File: src/rtl/mem_port_ctrl.sv
// Purpose: bridges 32-bit word read/write requests onto a byte-wide external RAM port.
// Latency: read completes (DONE, ram_rdata valid) 6 cycles after request, write 5 cycles.
// Backpressure: rdy=0 freezes all state and masks ext_wr; new requests only accepted in IDLE.
module mem_port_ctrl #(
    parameter int ADDR_W = 17
) (
    input  logic              clk,
    input  logic              rst,
    input  logic              rdy,
    input  logic              ram_re,
    input  logic [31:0]       ram_raddr,
    output logic [31:0]       ram_rdata,
    output logic              ram_rbusy,
    input  logic              ram_we,
    input  logic [31:0]       ram_waddr,
    input  logic [31:0]       ram_wdata,
    output logic              ram_wbusy,
    output logic [ADDR_W-1:0] ext_addr,
    output logic [7:0]        ext_dout,
    input  logic [7:0]        ext_din,
    output logic              ext_wr
);

    typedef enum logic [1:0] {
        IDLE = 2'd0,
        RD   = 2'd1,
        WR   = 2'd2,
        DONE = 2'd3
    } state_t;

    state_t            r_state;
    state_t            w_state_nxt;
    logic [2:0]        r_cnt;
    logic [2:0]        w_cnt_nxt;
    logic [ADDR_W-1:0] r_addr;
    logic [31:0]       r_wdata;
    logic [23:0]       r_rbuf;   // bytes 0..2 of the word being read
    logic [31:0]       r_rdata;  // last completed read word
    logic              w_start_wr;
    logic              w_start_rd;

    // Only the low ADDR_W bits of the request addresses reach the external port.
    if (ADDR_W < 32) begin : g_addr_unused
        logic w_unused;
        assign w_unused = ^{ram_raddr[31:ADDR_W], ram_waddr[31:ADDR_W]};
    end

    // Next-state / counter logic; writes take priority over reads in IDLE.
    always_comb begin
        w_state_nxt = r_state;
        w_cnt_nxt   = r_cnt;
        w_start_wr  = 1'b0;
        w_start_rd  = 1'b0;
        case (r_state)
            IDLE: begin
                if (ram_we) begin
                    w_state_nxt = WR;
                    w_cnt_nxt   = 3'd0;
                    w_start_wr  = 1'b1;
                end else if (ram_re) begin
                    w_state_nxt = RD;
                    w_cnt_nxt   = 3'd0;
                    w_start_rd  = 1'b1;
                end
            end
            RD: begin
                if (r_cnt == 3'd4) begin
                    w_state_nxt = DONE;
                    w_cnt_nxt   = 3'd0;
                end else begin
                    w_cnt_nxt = r_cnt + 3'd1;
                end
            end
            WR: begin
                if (r_cnt == 3'd3) begin
                    w_state_nxt = DONE;
                    w_cnt_nxt   = 3'd0;
                end else begin
                    w_cnt_nxt = r_cnt + 3'd1;
                end
            end
            default: begin
                w_state_nxt = IDLE;
                w_cnt_nxt   = 3'd0;
            end
        endcase
    end

    // State, counter, latched request and read assembly; rst beats rdy, rdy=0 holds everything.
    always_ff @(posedge clk) begin
        if (rst) begin
            r_state <= IDLE;
            r_cnt   <= 3'd0;
            r_addr  <= '0;
            r_wdata <= 32'd0;
            r_rbuf  <= 24'd0;
            r_rdata <= 32'd0;
        end else if (rdy) begin
            r_state <= w_state_nxt;
            r_cnt   <= w_cnt_nxt;
            if (w_start_wr) begin
                r_addr  <= ram_waddr[ADDR_W-1:0];
                r_wdata <= ram_wdata;
            end else if (w_start_rd) begin
                r_addr <= ram_raddr[ADDR_W-1:0];
            end
            // ext_din carries the byte addressed one cycle earlier; the word is
            // committed only when its last byte lands so a partial read never shows.
            if (r_state == RD) begin
                case (r_cnt)
                    3'd1:    r_rbuf[7:0]   <= ext_din;
                    3'd2:    r_rbuf[15:8]  <= ext_din;
                    3'd3:    r_rbuf[23:16] <= ext_din;
                    3'd4:    r_rdata       <= {ext_din, r_rbuf};
                    default: r_rbuf        <= r_rbuf;
                endcase
            end
        end
    end

    // Write byte lane selected by the byte counter (little-endian).
    always_comb begin
        ext_dout = r_wdata[7:0];
        case (r_cnt[1:0])
            2'd1:    ext_dout = r_wdata[15:8];
            2'd2:    ext_dout = r_wdata[23:16];
            2'd3:    ext_dout = r_wdata[31:24];
            default: ext_dout = r_wdata[7:0];
        endcase
    end

    // Address increments wrap naturally in ADDR_W bits.
    assign ext_addr  = r_addr + {{(ADDR_W-3){1'b0}}, r_cnt};
    // Masked by rst so an aborted write drives no further strobes in its last cycle.
    assign ext_wr    = (r_state == WR) && rdy && !rst;
    assign ram_rdata = r_rdata;
    assign ram_rbusy = !rst && ((r_state == RD) || ((r_state == IDLE) && ram_re && !ram_we));
    assign ram_wbusy = !rst && ((r_state == WR) || ((r_state == IDLE) && ram_we));

endmodule
File: config.mk
export PLATFORM = sky130hd
export DESIGN_NAME = mem_port_ctrl
export DESIGN_NICKNAME = d
export VERILOG_FILES = /design/src/rtl/mem_port_ctrl.sv
export SDC_FILE = /design/constraint.sdc
export NUM_CORES = 1
export LEC_CHECK = 0
export ABC_AREA = 1
export CAP_MARGIN = 20
export CORE_MARGIN = 10
export CORE_UTILIZATION = 46
export CTS_BUF_LIST = sky130_fd_sc_hd__clkbuf_16
export DETAILED_ROUTE_END_ITERATION = 16
export PLACE_DENSITY = 0.78
export SETUP_SLACK_MARGIN = 0.4
export SLEW_MARGIN = 20
export SYNTH_ARGS = -nofsm -noshare
export SYNTH_HDL_FRONTEND = slang
export SYNTH_SLANG_ARGS = --single-unit
File: constraint.sdc
create_clock -name clk -period 2.25 [get_ports clk]
set_clock_uncertainty 0.05 [all_clocks]
set_input_delay 0.45 -clock clk [delete_from_list [all_inputs] [get_ports clk]]
set_output_delay 0.45 -clock clk [all_outputs]
set_load 0.02 [all_outputs]
==> results.yml, run 1 <==
outcome:
  status: "complete, but fails checks"
  violations_in_the_final_reports: "negative setup slack"
final_layout:
  post-route-util: 0.732
  area_added_between_synthesis_and_finish_pct: 57.1
  finish.net_count: 1001
  post_route_cells_drive_above_1_share: 0.245
logic_synthesis:
  post_synth_instance_area_um2: 5010
  ff_latch_count_synth: 110
  syn_avg_cell_area_um2: 7.14
  synth_seq_area_share: 0.439
  yosysWarnings: 0
  synth.net_count: 826
  netlist_instances: 702
  post_synth_num_cell_types: 29
routing:
  drtIter0Drc: 389
  routedWlPerCell_um: 16.7
  topRoutingLayerUsed: "met4"
  drt_wl_total_mm: 17.0
  firstDrtPassIters: 5
  route.detailed.drc: 0
  drt-met1-wl_mm: 6.89
  route.met2.wl_mm: 8.86
  met3_length_mm: 1.06
  total_vias_in_the_final_route: 5367
  routed_via_density: 5.25
  drt.antenna.violating_nets: 0
sta:
  slew_headroom: 0.743
  timing.final.crit_period_ps: 2370
  setup-violations-final: 14
  timing.final.ws_setup_ps: -122
  maxClockFrequency_mhz: 422
  grt_setup_unrepaired: "true"
  sum_of_negative_setup_slack_ps: -927
  tightest_slew_ps: 386
  final.period_utilization: 1.05
  hold_viol_final: 0
  final_max_slew_viol_count: 0
cts:
  cts-htree-levels: 3
  cts_tree: "yes"
  clkSinkCount: 110
  worst_skew_pair.late_latency_ps: 350
  clk_pin_slew_worst_paths_ps: 80
  numCtsBuffers: 9
  clk_path_buf_depth: 2
  root_buffer: "clkbuf_16"
floorplanning:
  floorplan.die.height_um: 124
  start_util: 0.466
  floorplan.die_area_um2: 15500
  ioPinCount: 169
  num_rows: 38
  die_x_um: 124
  std_cell_core_area_um2: 10700
hold_path:
  hold_start: "r_wdata[24]"
  hp-class: "register to register"
  min_delay_worst_endpoint: "r_wdata[24]"
  min_delay_path_depth: 2
critical_path:
  crit_path_top_delay_cell: "dfxtp_4"
  crit_family: "adder cells"
  worst_setup_path_end_kind: "primary output"
  critical-path-top-cell-by-count: "nand2_2"
  worstPathBufferInverterCount: 2
  worst-path-max-fanout: 5
  timing.critical_path.cells: "ha_4 > fa_2 > nand2_2 > nand2_4 > nand3_4 > inv_4 > nand2_2 > nand2_2 > nand2_2 > buf_6"
  arrival_ps: 1870
  crit_path_max_incr_delay_ps: 360
  r2r.worst_path.cells: 12
  worst_r2r_startpoint: "r_cnt[1]"
  timing.rr.end: "ram_rdata[10]"
  startpoint_type: "register"
  timing_worst_setup_path_type: "register to primary output"
  rrSetupSlack_ps: 400
  timing.critical_path.required_ps: 1750
global_route:
  grt_antenna_before_repair: 1
  grt_remaining_overflow: 0
  groute.usage.overall: 0.200
  grt_pass1_wl_mm: 26.4
  grt_max_degree: 77
  vias_in_the_first_global_route: 5306
power_and_ir_drop:
  power_density_nw_per_um2: 656
  power.ir.vdd_worst_mv: 0.522
  fin_total_pwr_mw: 5.17
  cellLeakagePower_nw: 3.68
placement:
  detailedPlacementHpwl_mm: 11.0
  portBuffers: 138
  globalplace.congestion: 0.816
run:
  cap_viol_max_count: 0
==> power by group <==
group          internal (mW)  total (mW)  switching [mW]  leakage [nW]
clock                  0.790        1.61           0.817         0.149
combinational          0.624        1.39           0.767          2.63
sequential              2.07        2.17          0.0955         0.899
total                   3.49        5.17            1.68          3.68
==> kinds of logic after synthesis <==
| group | Yosys count | share of synthesized area |
|---|---|---|
| adders and majority gates | 15 | 0.0390 |
| AOI/OAI and AO/OA | 187 | 0.189 |
| DFF | 110 | 0.439 |
| buffers and inverters | 105 | 0.0886 |
| xor gates and xnor gates | 7 | 0.0122 |
| and+or+nand+nor | 278 | 0.232 |
==> repair_timing <==
action | CTS | global route
resized for setup | 237 | 107
hold buffers | 0 | 0
buffers inserted | 12 | 6
setup endpoints to repair | 45 | 78
cloned | 0 | 3
pin swaps | 24 | 29
==> metrics by stage <==
step	cells	setup slack (ps)	instance area, µm²	hold slack, ps
floorplan	702	328	5130	375
global placement	985	-233	6820	385
detailed placement	985	-300	6820	390
CTS	1013	-115	7480	404
global route	1023	-169	7870	428
finish	1023	-122	7870	406
==> placed cells by master (no fill, tap or decap), types with 5 or more instances in the layout <==
master and instances:
nand3_1 29, dlygate4sd2_1 5, a21oi_2 6, clkdlybuf4s50_1 87
nor2_2 10, buf_6 35, o21ai_2 14, inv_2 5
clkbuf_16 11, nand2_4 7, dfxtp_1 102, inv_4 5
o21ai_1 16, o22ai_2 6, buf_4 46, nor2_1 128
dlymetal6s2s_1 19, ha_4 10, o21ai_0 87, inv_1 56
nand2_2 16, nand3b_1 5, a21oi_1 54, nor2_4 6
nand2_1 70
==> sequential cells by signal (all words and copies together), names as in the netlist <==
register   count
r_addr        17
r_cnt          3
r_rbuf        24
r_state        2
r_wdata       32
ram_rdata     32
==> cells in the mapped netlist, drive strengths merged <==
master	count	area [µm²]
nand3b	5	37.5
a21oi	61	305
a31oi	1	6.26
xor2	4	35.0
inv	70	263
buf	15	104
nand2	93	357
nand4	1	6.26
nor2	144	558
nor3	3	37.5
o22ai	8	50.1
clkbuf	18	70.1
fa	1	20.0
o21ai	117	586
clkinv	2	7.51
nand3	32	165
dfxtp	110	2200
xnor2	3	26.3
ha	14	175
==> worst register-to-register path, stage by stage, from the launching register on <==
cell       delay [ps]
dfxtp_4           370
buf_4             140
buf_6             110
inv_6              40
buf_4             120
buf_4             130
ha_4              150
nand2_4            80
nor2_4             60
buf_6             140
clkbuf_16         160
o21ai_0           140
nor2_1             60
==> layer usage <==
layer  vias up  global-route usage
li1       2617                   -
met1      2541               0.230
met2       188               0.354
met3        21              0.0587
met4         0              0.0493
met5         -                   0
==> cell type report <==
| class | count | area (µm²) |
|---|---|---|
| fill | 769 | 2880 |
| multi-input combinational | 487 | 2850 |
| sequential | 110 | 2220 |
| timing repair buffer | 197 | 2000 |
| inverter | 72 | 318 |
| clock buffer | 9 | 225 |
| tap | 140 | 175 |
| clock inverter | 7 | 77.6 |
| antenna | 1 | 2.50 |
==> worst max-delay path by stage <==
stage	to	from	slack, ps	cells after the start
after floorplan	ext_dout[6]	r_cnt[1]	330	7
after global placement	ext_addr[12]	r_cnt[1]	-230	10
after detailed placement	ext_addr[12]	r_cnt[1]	-300	10
after CTS	ext_addr[12]	r_cnt[1]	-110	10
after global routing	ext_addr[12]	r_cnt[0]	-170	10
final	ext_addr[12]	r_cnt[0]	-120	10
No activity file was read; power rests on OpenSTA's default activity.
==> inputs of run 2 (changes only) <==
Settings changed: CTS_BUF_LIST sky130_fd_sc_hd__clkbuf_16 to not set.
==> run 2 against run 1 <==
The run still ends with negative setup slack left. Sequential share of layout area rose by 0.20 points. Largest cell class unchanged. Critical endpoint unchanged. Maximum frequency fell by 3.2%. Worst hold slack improved by 6.8 ps. Final area fell by 0.59%. Clock power fell by 24%.
==> results.yml, run 2 (synthesis results as in run 1) <==
final_layout:
  area_added_between_synthesis_and_finish_pct: 56.1
  layout.cells.non_filler: 1026
  layout_commonest_cell: "nor2_1"
  layout_common_cells: "nor2_1, dfxtp_1, o21ai_0, clkdlybuf4s50_1, nand2_1"
  postLayoutCellArea_um2: 7820
  post_route_cells_drive_above_1_share: 0.249
  n_antenna_cell: 0
  nFillCells: 789
  finish.net_count: 1005
floorplanning:
  floorplan.die_area_um2: 15500
  floorplan.die.height_um: 124
  ioPinCount: 169
  start_util: 0.466
  die_x_um: 124
  num_rows: 38
  std_cell_core_area_um2: 10700
critical_path:
  timing.critical_path.cells: "buf_6 > fa_2 > nand2_2 > nand2_4 > nand3_4 > inv_2 > nand2_1 > nand2_1 > nand2_2 > buf_6"
  critical_path_depth: 10
  timing_worst_setup_path_type: "register to primary output"
  r2r.worst_path.cells: 11
  timing.critical_path.required_ps: 1750
  worst-path-max-fanout: 5
  crit_path_max_incr_delay_ps: 400
  worst_setup_path_end_kind: "primary output"
  startpoint_type: "register"
  crit_path_top_delay_cell: "fa_2"
  worstPathBufferInverterCount: 3
  crit_family: "simple AND/OR/NAND/NOR gates"
  arrival_ps: 1950
placement:
  placed_cells: 985
  dpl_cell_area_um2: 6820
  portBuffers: 138
  detailedPlacementHpwl_mm: 11.0
  place_ws_ps: -300
  globalplace.congestion: 0.816
routing:
  routedWlPerCell_um: 17.0
  drtIter0Drc: 354
  routed_via_density: 5.30
  firstDrtPassIters: 5
  total_vias_in_the_final_route: 5439
  drt_wl_total_mm: 17.4
  route.detailed.drc: 0
  drt.antenna.violating_nets: 0
global_route:
  grt_max_degree: 77
  grt_remaining_overflow: 0
  groute.usage.overall: 0.199
  grt_pass1_wl_mm: 26.1
  grt_antenna_before_repair: 0
  vias_in_the_first_global_route: 5231
sta:
  slew_headroom: 0.736
  setup-violations-final: 21
  final.period_utilization: 1.09
  tightest_slew_ps: 397
  timing.final.ws_setup_ps: -201
  sum_of_negative_setup_slack_ps: -1870
  grt_setup_unrepaired: "true"
  maxClockFrequency_mhz: 408
  hold_viol_final: 0
  final_max_slew_viol_count: 0
  timing.final.crit_period_ps: 2450
outcome:
  violations_in_the_final_reports: "negative setup slack"
  status: "complete, but fails checks"
cts:
  worst_skew_pair.late_latency_ps: 380
  clk_pin_slew_worst_paths_ps: 110
  cts-htree-levels: 3
  clk_path_buf_depth: 2
  cts-hold-fix-buffers: 0
  numCtsBuffers: 9
  root_buffer: "clkbuf_8"
  cts_tree: "yes"
  clkSinkCount: 110
hold_path:
  min_delay_path_depth: 2
  hp-class: "register to register"
power_and_ir_drop:
  power_density_nw_per_um2: 614
  power.ir.vdd_worst_mv: 0.391
  cellLeakagePower_nw: 3.53
run:
  cap_viol_max_count: 0
==> run 2: cell types whose count changed in the layout (fill, tap and decap cells not counted), sizes merged <==
| cell | change |
|---|---|
| diode | -1 |
| dlymetal6s2s | -13 |
| dlygate4sd2 | +24 |
| clkdlybuf4s15 | +1 |
| buf | +3 |
| clkdlybuf4s50 | -12 |
| clkinv | +1 |
==> run 2: through the flow <==
stage | power, mW | hold slack (ps) | util
global route | 5.02 | 430 | 0.728
global placement | 3.33 | 385 | 0.635
CTS | 4.69 | 409 | 0.685
finish | 4.81 | 413 | 0.728
detailed placement | 3.37 | 390 | 0.635
floorplan | 2.85 | 375 | -
==> run 2: metal layers <==
metal | vias up | share of wire | global-route usage
li1 | 2630 | - | -
met1 | 2556 | 0.40 | 0.226
met2 | 213 | 0.52 | 0.351
met3 | 40 | 0.059 | 0.0570
met4 | 0 | 0.025 | 0.0576
met5 | - | 0 | 0
==> run 2: repair_timing <==
item,4_1_cts,5_1_grt
cloned,1,3
resized for setup,267,102
setup endpoints to repair,71,76
setup buffers,10,11
pin swaps,26,35
==> run 2: cell type report <==
cell class | count | area, µm² | share of cell area
clock buffer | 9 | 124 | 0.0158
tap | 140 | 175 | 0.0224
inverter | 72 | 318 | 0.0406
multi-input combinational | 487 | 2900 | 0.371
sequential | 110 | 2220 | 0.284
clock inverter | 7 | 77.6 | 0.00992
timing repair inverter | 1 | 8.76 | 0.00112
timing repair buffer | 200 | 1990 | 0.255
==> run 2: worst register-to-register path: stages (launching register included) <==
cell and delay (ps):
dfxtp_4 390, buf_4 130, buf_4 130, ha_4 190
clkinv_4 100, buf_4 140, buf_4 120, buf_4 130
nor3_4 210, buf_6 180, o21ai_0 90, nor2_1 130
==> run 2: where the power goes <==
part,switching [mW],leakage [nW],internal (mW)
logic,0.778,2.53,0.637
clock network,0.777,0.103,0.440
registers,0.0987,0.899,2.08
total,1.65,3.53,3.15
==> run 2: path summary, 6_finish.rpt <==
check                                 start            to  slack [ps]
worst max register to register     r_cnt[1]    r_rbuf[15]         200
worst min register to register  r_wdata[15]   r_wdata[15]         410
worst min-delay path            r_wdata[15]   r_wdata[15]         410
worst max-delay path               r_cnt[1]  ext_addr[12]        -200
==> inputs of run 3 (changes only) <==
Settings changed: CORE_UTILIZATION 46 to 40, PLACE_DENSITY 0.78 to 0.69, SLEW_MARGIN 20 to not set.
==> run 3 against run 2 <==
The flow still finishes with violations (negative setup slack). Critical path type unchanged. Power up 8.4%. Non-clock buffer count up 3. Critical endpoint unchanged. Final cell count up 3.2%. Wire length up 0.63%.
==> results.yml, run 3 (synthesis results as in run 1) <==
power_and_ir_drop:
  clkPwrFrac: 0.312
  switching_share_of_total_power: 0.323
  fin_total_pwr_mw: 5.21
  comb_power_share: 0.272
  power.ir.vdd_worst_mv: 0.353
  power_density_nw_per_um2: 629
  switching_power_mw: 1.68
  internal-power_mw: 3.53
  cellLeakagePower_nw: 3.59
  sequentialPowerShare: 0.416
placement:
  detailedPlacementHpwl_mm: 11.2
  globalplace.congestion: 0.865
  placed_cells: 1010
  dpl_cell_area_um2: 6850
  portBuffers: 138
routing:
  drtIter0Drc: 439
  total_vias_in_the_final_route: 5418
  route.detailed.drc: 0
  drt_wl_total_mm: 17.5
  drt.antenna.violating_nets: 0
  routed_via_density: 5.12
  routedWlPerCell_um: 16.5
  firstDrtPassIters: 5
floorplanning:
  die_x_um: 132
  start_util: 0.412
  ioPinCount: 169
  std_cell_core_area_um2: 12200
  num_rows: 40
  floorplan.die.height_um: 132
  floorplan.die_area_um2: 17400
global_route:
  grt_pass1_wl_mm: 25.1
  vias_in_the_first_global_route: 5119
  grt_antenna_before_repair: 0
  grt_remaining_overflow: 0
  groute.usage.overall: 0.170
  grt_max_degree: 66
sta:
  tightest_slew_ps: 344
  slew_headroom: 0.771
  maxClockFrequency_mhz: 422
  timing.final.crit_period_ps: 2370
  grt_setup_unrepaired: "true"
  final.period_utilization: 1.05
  final_max_slew_viol_count: 0
  timing.final.ws_setup_ps: -121
  hold_viol_final: 0
  hold_ws_ps: 414
  setup-violations-final: 15
final_layout:
  layout_common_cells: "nor2_1, dfxtp_1, clkdlybuf4s50_1, nand2_1, o21ai_0"
  seq_area_um2: 2230
  nFillCells: 948
  layout_commonest_cell: "nor2_1"
  n_antenna_cell: 0
  multiInputGateArea_um2: 3070
  layout.cells.non_filler: 1059
  finish.net_count: 1010
  postLayoutCellArea_um2: 8270
  post_route_cells_drive_above_1_share: 0.292
  area_added_between_synthesis_and_finish_pct: 65.1
run:
  cap_viol_max_count: 0
critical_path:
  arrival_ps: 1870
  worst-path-max-fanout: 5
  worst_setup_path_end_kind: "primary output"
  startpoint_type: "register"
  timing.critical_path.required_ps: 1750
  timing_worst_setup_path_type: "register to primary output"
cts:
  worst_skew_pair.late_latency_ps: 340
  clk_pin_slew_worst_paths_ps: 80
  clkSinkCount: 110
  cts-hold-fix-buffers: 0
  numCtsBuffers: 9
  root_buffer: "clkbuf_16"
  cts-htree-levels: 3
  clk_path_buf_depth: 2
  cts_tree: "yes"
outcome:
  violations_in_the_final_reports: "negative setup slack"
  status: "complete, but fails checks"
hold_path:
  hp-class: "register to register"
## run 3: cell count changes in the layout (fill, tap and decap cells not counted), moves of 7 or more
cell / delta
buf_6: +8
clkbuf_16: +11
clkbuf_8: -8
clkdlybuf4s50_1: +18
dlygate4sd2_1: -24
dlymetal6s2s_1: +7
nor2_2: -9
o21ai_0: -19
o21ai_1: -13
o21ai_2: +30
## run 3: stage by stage
stage,setup WS [ps],TNS [ps],utilization
floorplan,328,0,-
global placement,-284,-4900,0.563
detailed placement,-356,-5830,0.563
CTS,-120,-1170,0.609
global route,-240,-2530,0.680
finish,-121,-1180,0.680
## run 3: area by class of cell
type | instances | area share
timing repair buffer | 203 | 0.255
inverter | 72 | 0.0398
tap | 168 | 0.0254
timing repair inverter | 2 | 0.00181
sequential | 110 | 0.269
multi-input combinational | 488 | 0.371
clock inverter | 6 | 0.00877
clock buffer | 10 | 0.0289
## run 3: per-layer routing
layer  routed length [µm]  track usage  vias to the layer above
met4                  456       0.0439                        0
met3                  889       0.0526                       43
li1                     -            -                     2646
met1                 7100        0.198                     2576
met5                    0            0                        -
met2                 9070        0.294                      153
## run 3: path summary, 6_finish.rpt
path,from,end,slack (ps),cells past startpoint
hold reg to reg,r_rbuf[21],ram_rdata[21],410,2
setup / recovery,r_cnt[0],ext_addr[12],-120,10
hold / removal,r_rbuf[21],ram_rdata[21],410,2
setup reg to reg,r_cnt[1],ram_rdata[26],330,12
## run 3: power by group through the flow
stage / sequential (mW) / combinational (mW) / clock [mW]
2_1_floorplan: 2.18 / 0.672 / 0
3_3_place_gp: 2.18 / 1.16 / 0
3_5_place_dp: 2.19 / 1.19 / 0
4_1_cts: 2.16 / 1.28 / 1.65
5_1_grt: 2.18 / 1.52 / 1.73
6_report: 2.17 / 1.42 / 1.62
## run 3: critical path: stages, from the launching register on
cell,delay (ps)
dfxtp_4,360
ha_4,160
fa_2,360
nand2_2,110
nand2_4,70
nand3_4,130
inv_4,50
nand2_2,50
nand2_2,40
nand2_2,60
buf_6,120
## run 3: timing repair
item / 4_1_cts / 5_1_grt
pin swaps: 25 / 96
setup endpoints to repair: 40 / 65
gates cloned: 0 / 8
gates resized for setup: 214 / 201
hold endpoints to repair: 0 / 0
buffers inserted: 9 / 16
